`src/rtl/mem_wb_stage.sv`:
```
// MEM/WB pipeline register feeding the register file: load extraction and
// extension, $0 and misaligned-load suppression, forwarding tap, retire counter.
module mem_wb_stage #(
    parameter int DATA_W     = 32,
    parameter int REG_ADDR_W = 5,
    parameter int CNT_W      = 16
) (
    input  logic                  clk,
    input  logic                  reset_n,
    input  logic                  in_valid,
    output logic                  in_ready,
    input  logic                  in_reg_write,
    input  logic                  in_mem_to_reg,
    input  logic [2:0]            in_load_type,
    input  logic [1:0]            in_addr_lo,
    input  logic [DATA_W-1:0]     in_alu_result,
    input  logic [DATA_W-1:0]     in_mem_data,
    input  logic [REG_ADDR_W-1:0] in_write_reg,
    input  logic                  flush,
    input  logic                  wb_stall,
    output logic                  reg_write,
    output logic [REG_ADDR_W-1:0] write_reg,
    output logic [DATA_W-1:0]     write_data,
    output logic                  fwd_valid,
    output logic [REG_ADDR_W-1:0] fwd_reg,
    output logic [DATA_W-1:0]     fwd_data,
    output logic                  align_err,
    output logic [CNT_W-1:0]      retire_count
);

    localparam logic [2:0] LT_LW  = 3'b000;
    localparam logic [2:0] LT_LB  = 3'b001;
    localparam logic [2:0] LT_LBU = 3'b010;
    localparam logic [2:0] LT_LH  = 3'b011;
    localparam logic [2:0] LT_LHU = 3'b100;

    logic                  valid_q;
    logic                  rw_q;
    logic                  m2r_q;
    logic [2:0]            lt_q;
    logic [1:0]            alo_q;
    logic [DATA_W-1:0]     alu_q;
    logic [DATA_W-1:0]     mem_q;
    logic [REG_ADDR_W-1:0] wr_q;

    logic                  accept;
    logic                  retire;
    logic                  misaligned;
    logic                  live;
    logic [7:0]            byte_sel;
    logic [15:0]           half_sel;
    logic [DATA_W-1:0]     load_data;
    logic [DATA_W-1:0]     sel_data;

    // Handshake: a beat transfers on a rising edge when in_valid & in_ready and
    // flush is low; in_ready never depends on in_valid, and flush always
    // reports ready so the offered beat is consumed (and dropped) that cycle.
    assign in_ready = flush | ~valid_q | ~wb_stall;
    assign accept   = in_valid & in_ready & ~flush;
    assign retire   = valid_q & ~wb_stall & ~flush;

    always_ff @(posedge clk or negedge reset_n) begin
        if (!reset_n) begin
            valid_q <= 1'b0;
            rw_q    <= 1'b0;
            m2r_q   <= 1'b0;
            lt_q    <= '0;
            alo_q   <= '0;
            alu_q   <= '0;
            mem_q   <= '0;
            wr_q    <= '0;
        end else begin
            if (flush) begin
                valid_q <= 1'b0;
            end else if (accept) begin
                valid_q <= 1'b1;
            end else if (retire) begin
                valid_q <= 1'b0;
            end
            if (accept) begin
                rw_q  <= in_reg_write;
                m2r_q <= in_mem_to_reg;
                lt_q  <= in_load_type;
                alo_q <= in_addr_lo;
                alu_q <= in_alu_result;
                mem_q <= in_mem_data;
                wr_q  <= in_write_reg;
            end
        end
    end

    // Little-endian lane selection from the raw memory word.
    always_comb begin
        byte_sel = mem_q[7:0];
        case (alo_q)
            2'd0: byte_sel = mem_q[7:0];
            2'd1: byte_sel = mem_q[15:8];
            2'd2: byte_sel = mem_q[23:16];
            2'd3: byte_sel = mem_q[31:24];
            default: byte_sel = mem_q[7:0];
        endcase
    end

    assign half_sel = alo_q[1] ? mem_q[31:16] : mem_q[15:0];

    always_comb begin
        load_data = mem_q;
        case (lt_q)
            LT_LB:   load_data = {{(DATA_W-8){byte_sel[7]}}, byte_sel};
            LT_LBU:  load_data = {{(DATA_W-8){1'b0}}, byte_sel};
            LT_LH:   load_data = {{(DATA_W-16){half_sel[15]}}, half_sel};
            LT_LHU:  load_data = {{(DATA_W-16){1'b0}}, half_sel};
            default: load_data = mem_q;
        endcase
    end

    // Undefined load types behave as LW, including the word alignment rule.
    always_comb begin
        misaligned = 1'b0;
        if (m2r_q) begin
            case (lt_q)
                LT_LB, LT_LBU: misaligned = 1'b0;
                LT_LH, LT_LHU: misaligned = alo_q[0];
                default:       misaligned = (alo_q != 2'd0);
            endcase
        end
    end

    assign sel_data = m2r_q ? load_data : alu_q;

    assign live       = valid_q & rw_q & (wr_q != '0) & ~misaligned;
    assign reg_write  = live & ~wb_stall & ~flush;
    assign align_err  = valid_q & rw_q & misaligned & ~wb_stall & ~flush;
    assign write_reg  = valid_q ? wr_q : '0;
    assign write_data = valid_q ? sel_data : '0;
    assign fwd_valid  = live & ~flush;
    assign fwd_reg    = write_reg;
    assign fwd_data   = write_data;

    always_ff @(posedge clk or negedge reset_n) begin
        if (!reset_n) begin
            retire_count <= '0;
        end else if (reg_write) begin
            retire_count <= retire_count + 1'b1;
        end
    end

    // Keeps the unused LW/LT_LW name referenced for readers of the decode table.
    logic lt_is_lw;
    assign lt_is_lw = (lt_q == LT_LW);
    logic unused_ok;
    assign unused_ok = lt_is_lw;

endmodule

```
`config.mk`:
```
export PLATFORM = sky130hd
export DESIGN_NAME = mem_wb_stage
export DESIGN_NICKNAME = d
export VERILOG_FILES = /design/src/rtl/mem_wb_stage.sv
export SDC_FILE = /design/constraint.sdc
export NUM_CORES = 1
export LEC_CHECK = 0
export CAP_MARGIN = 20
export CORE_ASPECT_RATIO = 1.2
export CORE_UTILIZATION = 41
export DETAILED_ROUTE_END_ITERATION = 10
export PLACE_DENSITY = 0.88
export SLEW_MARGIN = 20
export SYNTH_ARGS = -nofsm -noshare
export SYNTH_HDL_FRONTEND = slang
export SYNTH_SLANG_ARGS = --single-unit
```
`constraint.sdc`:
```
create_clock -name clk -period 1.85 [get_ports clk]
set_clock_uncertainty 0.2 [all_clocks]
set_input_delay 0.185 -clock clk [delete_from_list [all_inputs] [get_ports clk]]
set_output_delay 0.185 -clock clk [all_outputs]
set_load 0.01 [all_outputs]
```
==> results.md, run 1 <==
* Final worst slack at -753 ps
* Setup violations, final at 160
* First-pass GRT wire length at 27.2 mm
* Fillers at 760
* Yosys warnings at 0
* Grt total ovfl at 0
* Die height at 123 µm
* Area growth, synth to finish at 71.0%
* Io pins at 175
* Crit path kind: reg -> out
* Area occupied by multi-input gates at 2890 µm²
* Power Dens Cells at 965 nW/µm²
* Ys flop type: dfrtp_1
* P_leak at 3.83 nW
* Setup_tns at -62480 ps
* Reg area at 2330 µm²
* Count of cell types in the netlist at 43
* # nets final at 783
* Final WL at 19.3 mm
* CTS tree: done
* Max IR drop VDD at 0.661 mV
* Max-cap violations at 0
* Critical path fanouts, max at 14
* Commonest cells after routing, fill and taps aside: clkdlybuf4s50_1 (95), dfrtp_1 (89), mux2_2 (80), buf_4 (69), buf_2 (51)
* FF-to-FF path depth at 8
* Gr usage total at 29.1%
* Worst Setup End Kind: output pin
* Post-DP HPWL at 11.2 mm
* Wire length per cell at 22.3 µm
* Most common cell after layout, fill and taps aside: clkdlybuf4s50_1
* Final Total Pwr at 0.00829 W
* Share of synthesized flip-flops with an asynchronous set or reset at 100%
* Arr. time, crit path at 2220 ps
* Synthesized area at 5020 µm²
* R2R setup slack at -390 ps
* Register area share after synthesis at 46.4%
* H-tree Lvls at 3
* Vias in the first global route at 5026
* Failing checks: setup timing
* DR vias/cell at 5.59
* R2R Path Start: lt_q[1]
* Mean Syn Cell Area at 11.0 µm²
* WHS at 151 ps
* 1st-iter DRT viols at 321
* Clk slew on worst S/H paths at 70 ps
* Core Area at 11700 µm²
* Initial core utilization at 42.8%
* Status: finished, violations left
* N_diodes at 0
* DIE AREA at 12700 µm²
* Register bit total from synthesis at 93
* Startpoint Class: register
* CTS Buf Count at 9
* Skew-Pair Late Insertion Delay at 350 ps
* Final Hold Vio Count at 0
* Fmax at 384 MHz
* Layout cells sized above 1 at 55.4%
* FF-to-FF End: retire_count[5]
* Cell count after synthesis at 456
* ANT nets after route at 0
* RSZ-0062 raised after global routing: true
* Die X at 103 µm
* Slew HR at 64.5%
* Row count at 43
* EDFF count, synth at 0
* Util after Layout at 73.2%
* Largest net degree at the start of global routing at 39
* Clock sinks at 93
* Total nets after synthesis at 538
* Port Buffers at 174
* Final Cycle Share at 141%
* Final Max Slew Viols at 0
* Hold Crit Class: in -> async
* Initial antenna violation count at 0
* Routability Congestion at 0.917
* Post-layout min period at 2600 ps
* Routed vias at 4826
* Worst-Margin Slew at 533 ps
* Max clock buf depth at 2
* Root buf cell: clkbuf_16
* Worst Path Required at 1460 ps
* DRC at 0
* DR pass1 iterations at 5
[through the flow]
step	setup slack [ps]	instances	area [µm²]
4_1_cts	-754	849	8270
3_5_place_dp	-737	789	7330
6_report	-753	863	8580
5_1_grt	-850	863	8580
3_3_place_gp	-640	789	7330
2_1_floorplan	-230	456	5250
[state kept, by name, summed over array words and instances, names as in the netlist]
name,flops
mem_q,32
m2r_q,1
retire_count,16
valid_q,1
wr_q,5
lt_q,3
alu_q,32
rw_q,1
alo_q,2
[cell usage after synthesis (2+ instances only)]
master,n,area (µm²)
xor2_1,2,17.5
dfrtp_1,93,2330
nor2b_1,2,12.5
and3_1,4,25.0
nand3_1,5,25.0
nand4_1,9,56.3
nand2_1,46,173
inv_1,4,15.0
nor3_1,4,20.0
and2_1,6,37.5
clkbuf_1,13,48.8
a21oi_1,16,80.1
nor2_1,23,86.3
xnor2_1,17,149
o2bb2ai_1,7,61.3
buf_4,38,285
mux2_2,92,1040
buf_6,3,33.8
o21ai_0,33,165
a221oi_1,9,78.8
buf_2,8,40.0
[critical path, stage by stage (launching register included)]
cell and delay, ps:
dfrtp_1 380, mux4_2 560, nor3_2 160, o21bai_1 100, o2111ai_2 110, buf_12 180
o21ai_1 80, dlygate4sd2_1 300
[cell families after synthesis]
logic type	synth area share [%]
AOI/OAI and AO/OA	8.93
xor gates and xnor gates	3.32
buffers and inverters	8.65
adders and majority gates	0.449
and+or+nand+nor	10.4
muxes	21.9
DFF	46.4
[layer usage]
layer	track usage [%]	vias to the layer above	share of wire [%]	wire (µm)
met5	0	-	0	0
met4	11.8	0	3.4	649
met3	8.25	63	8.0	1550
met2	52.3	264	53	10200
met1	32.0	2430	36	6880
li1	-	2069	-	-
[what timing repair did]
action	in CTS	in global routing
setup endpoints to repair	164	170
hold endpoints to repair	34	0
hold buffers	1	0
gates cloned	13	1
pin swaps	28	32
setup buffers	31	21
resized for setup	327	97
[layout make-up]
cell class	count	area share [%]
clock buffer	10	2.78
clock inverter	6	1.09
inverter	5	0.219
multi-input combinational	296	33.7
sequential	93	27.2
tap	157	2.29
timing repair buffer	296	32.7
[report_power, final]
group	switching, W	internal, W
clock	0.000833	0.00124
sequential	0.000301	0.00236
combinational	0.00165	0.00191
[how the worst max path moves through the flow]
stage / slack [ps] / endpoint / start
after floorplan: -230 / write_data[21] / alo_q[1]
after global placement: -640 / write_data[11] / alo_q[1]
after detailed placement: -740 / write_data[14] / alo_q[1]
after CTS: -750 / write_data[19] / alo_q[1]
after global routing: -850 / fwd_data[19] / alo_q[1]
final: -750 / write_data[19] / alo_q[1]
(Power assumes the default switching activity.)
==> run 2: changes to the inputs <==
Settings changed: SLEW_MARGIN 20 to 40.
==> results of run 2 <==
Same layout as run 1: the final DEF is identical, and so are final timing and power.
==> run 3: changes to the inputs <==
Settings changed: CORE_MARGIN set to 2, CORE_UTILIZATION 41 to 46, PLACE_DENSITY 0.88 to 0.92.
Clock period 1.85 ns to 2.7 ns, I/O delays scaled along.
==> run 3 against run 2 <==
Against the previous run: non-clock buffer count shrank 93; die area shrank 7.3%; via count shrank 16%; the flow now finishes without violations; final area shrank 16%; sequential power shrank 32%; sequential cell count is the same; first-iteration DRC count shrank 33%; largest cell class unchanged; sequential share of layout area grew 5.1 points; count of clock-buffer cells in the layout is the same.
==> results.md, run 3 (synthesis gave the netlist of run 1 again) <==
* Status: finished, final reports clean (was finished, violations left)
* CTS tree: done (unchanged)
* R2R setup slack at 580 ps (was -390 ps)
* Gr usage total at 23.4% (was 29.1%)
* Startpoint Class: register (unchanged)
* Core Area at 10600 µm² (was 11700 µm²)
* Layout cells sized above 1 at 36.5% (was 55.4%)
* Critical path depth at 6 (was 7)
* Post-route design area at 7230 µm² (was 8580 µm²)
* Slew HR at 63.1% (was 64.5%)
* N_diodes at 0 (unchanged)
* R2R Path Start: lt_q[0] (was lt_q[1])
* DIE AREA at 11800 µm² (was 12700 µm²)
* # nets final at 689 (was 783)
* Setup violations, final at 0 (was 160)
* Initial core utilization at 47.5% (was 42.8%)
* Placed instance area at 6690 µm² (was 7330 µm²)
* Worst Setup End Kind: output pin (unchanged)
* ANT nets after route at 0 (unchanged)
* CTS Buf Count at 9 (unchanged)
* H-tree Lvls at 3 (unchanged)
* Final Cycle Share at 98.0%
* Routed vias at 4076 (was 4826)
* Final WL at 13.6 mm (was 19.3 mm)
* First-pass GRT wire length at 21.9 mm (was 27.2 mm)
* Clock sinks at 93 (unchanged)
* Max IR drop VDD at 0.386 mV (was 0.661 mV)
* DR pass1 iterations at 4 (was 5)
* Initial antenna violation count at 0 (unchanged)
* Commonest cells after routing, fill and taps aside: clkdlybuf4s50_1 (107), mux2_2 (92), dfrtp_1 (88), nand2_1 (45), buf_4 (23) (was clkdlybuf4s50_1 (95), dfrtp_1 (89), mux2_2 (80), buf_4 (69), buf_2 (51))
* RSZ-0062 raised after global routing: true (unchanged)
* Die height at 118 µm (was 123 µm)
* Biggest regs: alu_q x32, mem_q x32, retire_count x16 (unchanged)
* Most common cell after layout, fill and taps aside: clkdlybuf4s50_1 (unchanged)
* FF-to-FF End: retire_count[15] (was retire_count[5])
* Setup_tns at 0 ps (was -62480 ps)
* Vias in the first global route at 4428 (was 5026)
* Routability Congestion at 0.917 (about the same)
* Grt total ovfl at 0 (unchanged)
* CP max stage cell: mux4_2 (unchanged)
* Fmax at 378 MHz
* Crit-path cells: mux4_2, nor4b_2, buf_4, a21oi_1, o21ai_1, dlygate4sd2_1 (was mux4_2, nor3_2, o21bai_1, o2111ai_2, buf_12, o21ai_1, dlygate4sd2_1)
* Power Dens Cells at 665 nW/µm² (was 965 nW/µm²)
* Max-cap violations at 0 (unchanged)
* Crit path kind: reg -> out (unchanged)
* Worst Path Required at 2230 ps (was 1460 ps)
* Root buf cell: clkbuf_16 (unchanged)
* Io pins at 175 (unchanged)
* Port Buffers at 174 (unchanged)
* P_leak at 3.06 nW (was 3.83 nW)
* DRC at 0 (unchanged)
* Critical path fanouts, max at 8 (was 14)
* Final Hold Vio Count at 0 (unchanged)
* Post-DP HPWL at 10.1 mm (was 11.2 mm)
* Worst-Margin Slew at 553 ps (was 533 ps)
* Row count at 41 (was 43)
* Die X at 99.4 µm (was 103 µm)
* Hold Crit Class: in -> async (unchanged)
* Final Max Slew Viols at 0 (unchanged)
* DR vias/cell at 5.51 (was 5.59)
* Skew-Pair Late Insertion Delay at 340 ps (was 350 ps)
* Critical path's largest stage delay at 560 ps (about the same)
* Final Total Pwr at 0.00481 W (was 0.00829 W)
* Post-layout min period at 2650 ps
* Wire length per cell at 18.4 µm (was 22.3 µm)
* 1st-iter DRT viols at 216 (was 321)
* Area growth, synth to finish at 44.1% (was 71.0%)
* Arr. time, crit path at 2180 ps (was 2220 ps)
* Worst path top cell family by delay: multiplexers (unchanged)
* Buf+Inv Stages, Crit Path at 2 (unchanged)
* Max clock buf depth at 2 (unchanged)
* Clk slew on worst S/H paths at 60 ps (was 70 ps)
* FF-to-FF path depth at 6 (was 8)
* Largest net degree at the start of global routing at 44 (was 39)
run 3: worst register-to-register path, stage by stage (launching register included):
cell and delay, ps:
dfrtp_2 470, or3b_4 460, a21oi_4 200, o31a_4 180, buf_4 190, nand4_1 150
xnor2_1 160
run 3: metal layers:
layer  global-route usage (%)  routed length (µm)
met5                        0                   0
met4                     9.85                 395
met3                     5.85                 931
met2                     40.5                7060
met1                     27.4                5200
run 3: final cells by class:
type                    instances  area [µm²]
fillers                       747        3340
multi-input cells             295        2500
flip-flops and latches         93        2330
repair buffers                203        1890
clock buffers                  10         239
well taps                     129         161
clock inverters                 5        85.1
inverters                       5        18.8
run 3: worst max-delay path by stage:
stage / startpoint / end / slack [ps]
after CTS: alo_q[1] / write_data[31] / 20
after global placement: alo_q[1] / fwd_data[31] / 8
after global routing: lt_q[1] / fwd_data[4] / -50
final: alo_q[1] / fwd_data[14] / 50
after detailed placement: alo_q[1] / write_data[27] / -120
after floorplan: alo_q[1] / write_data[21] / 370
run 3: where the power goes:
part | internal [W] | leakage [nW] | switching, W | total, W
Clock | 0.000834 | 0.155 | 0.000508 | 0.00134
Combinational | 0.000864 | 1.78 | 0.000799 | 0.00166
Sequential | 0.00162 | 1.12 | 0.000187 | 0.00180
Total | 0.00331 | 3.06 | 0.00149 | 0.00481
run 3: metrics by stage:
stage | std cells | utilization [%] | hold slack, ps | setup WS, ps
after floorplan | 456 | - | -226 | 369
after global placement | 714 | 63.1 | 90.6 | 7.83
after detailed placement | 715 | 63.3 | 94.5 | -123
after CTS | 737 | 65.9 | 279 | 22.5
after global routing | 740 | 68.4 | 315 | -49.2
final | 740 | 68.4 | 261 | 53.6
run 3: repair_timing:
item / 4_1_cts / 5_1_grt
hold endpoints to repair: 41 / 0
resized for setup: 205 / 82
setup endpoints to repair: 67 / 65
pin swaps: 10 / 14
hold buffers: 1 / 0
buffers inserted: 6 / 3
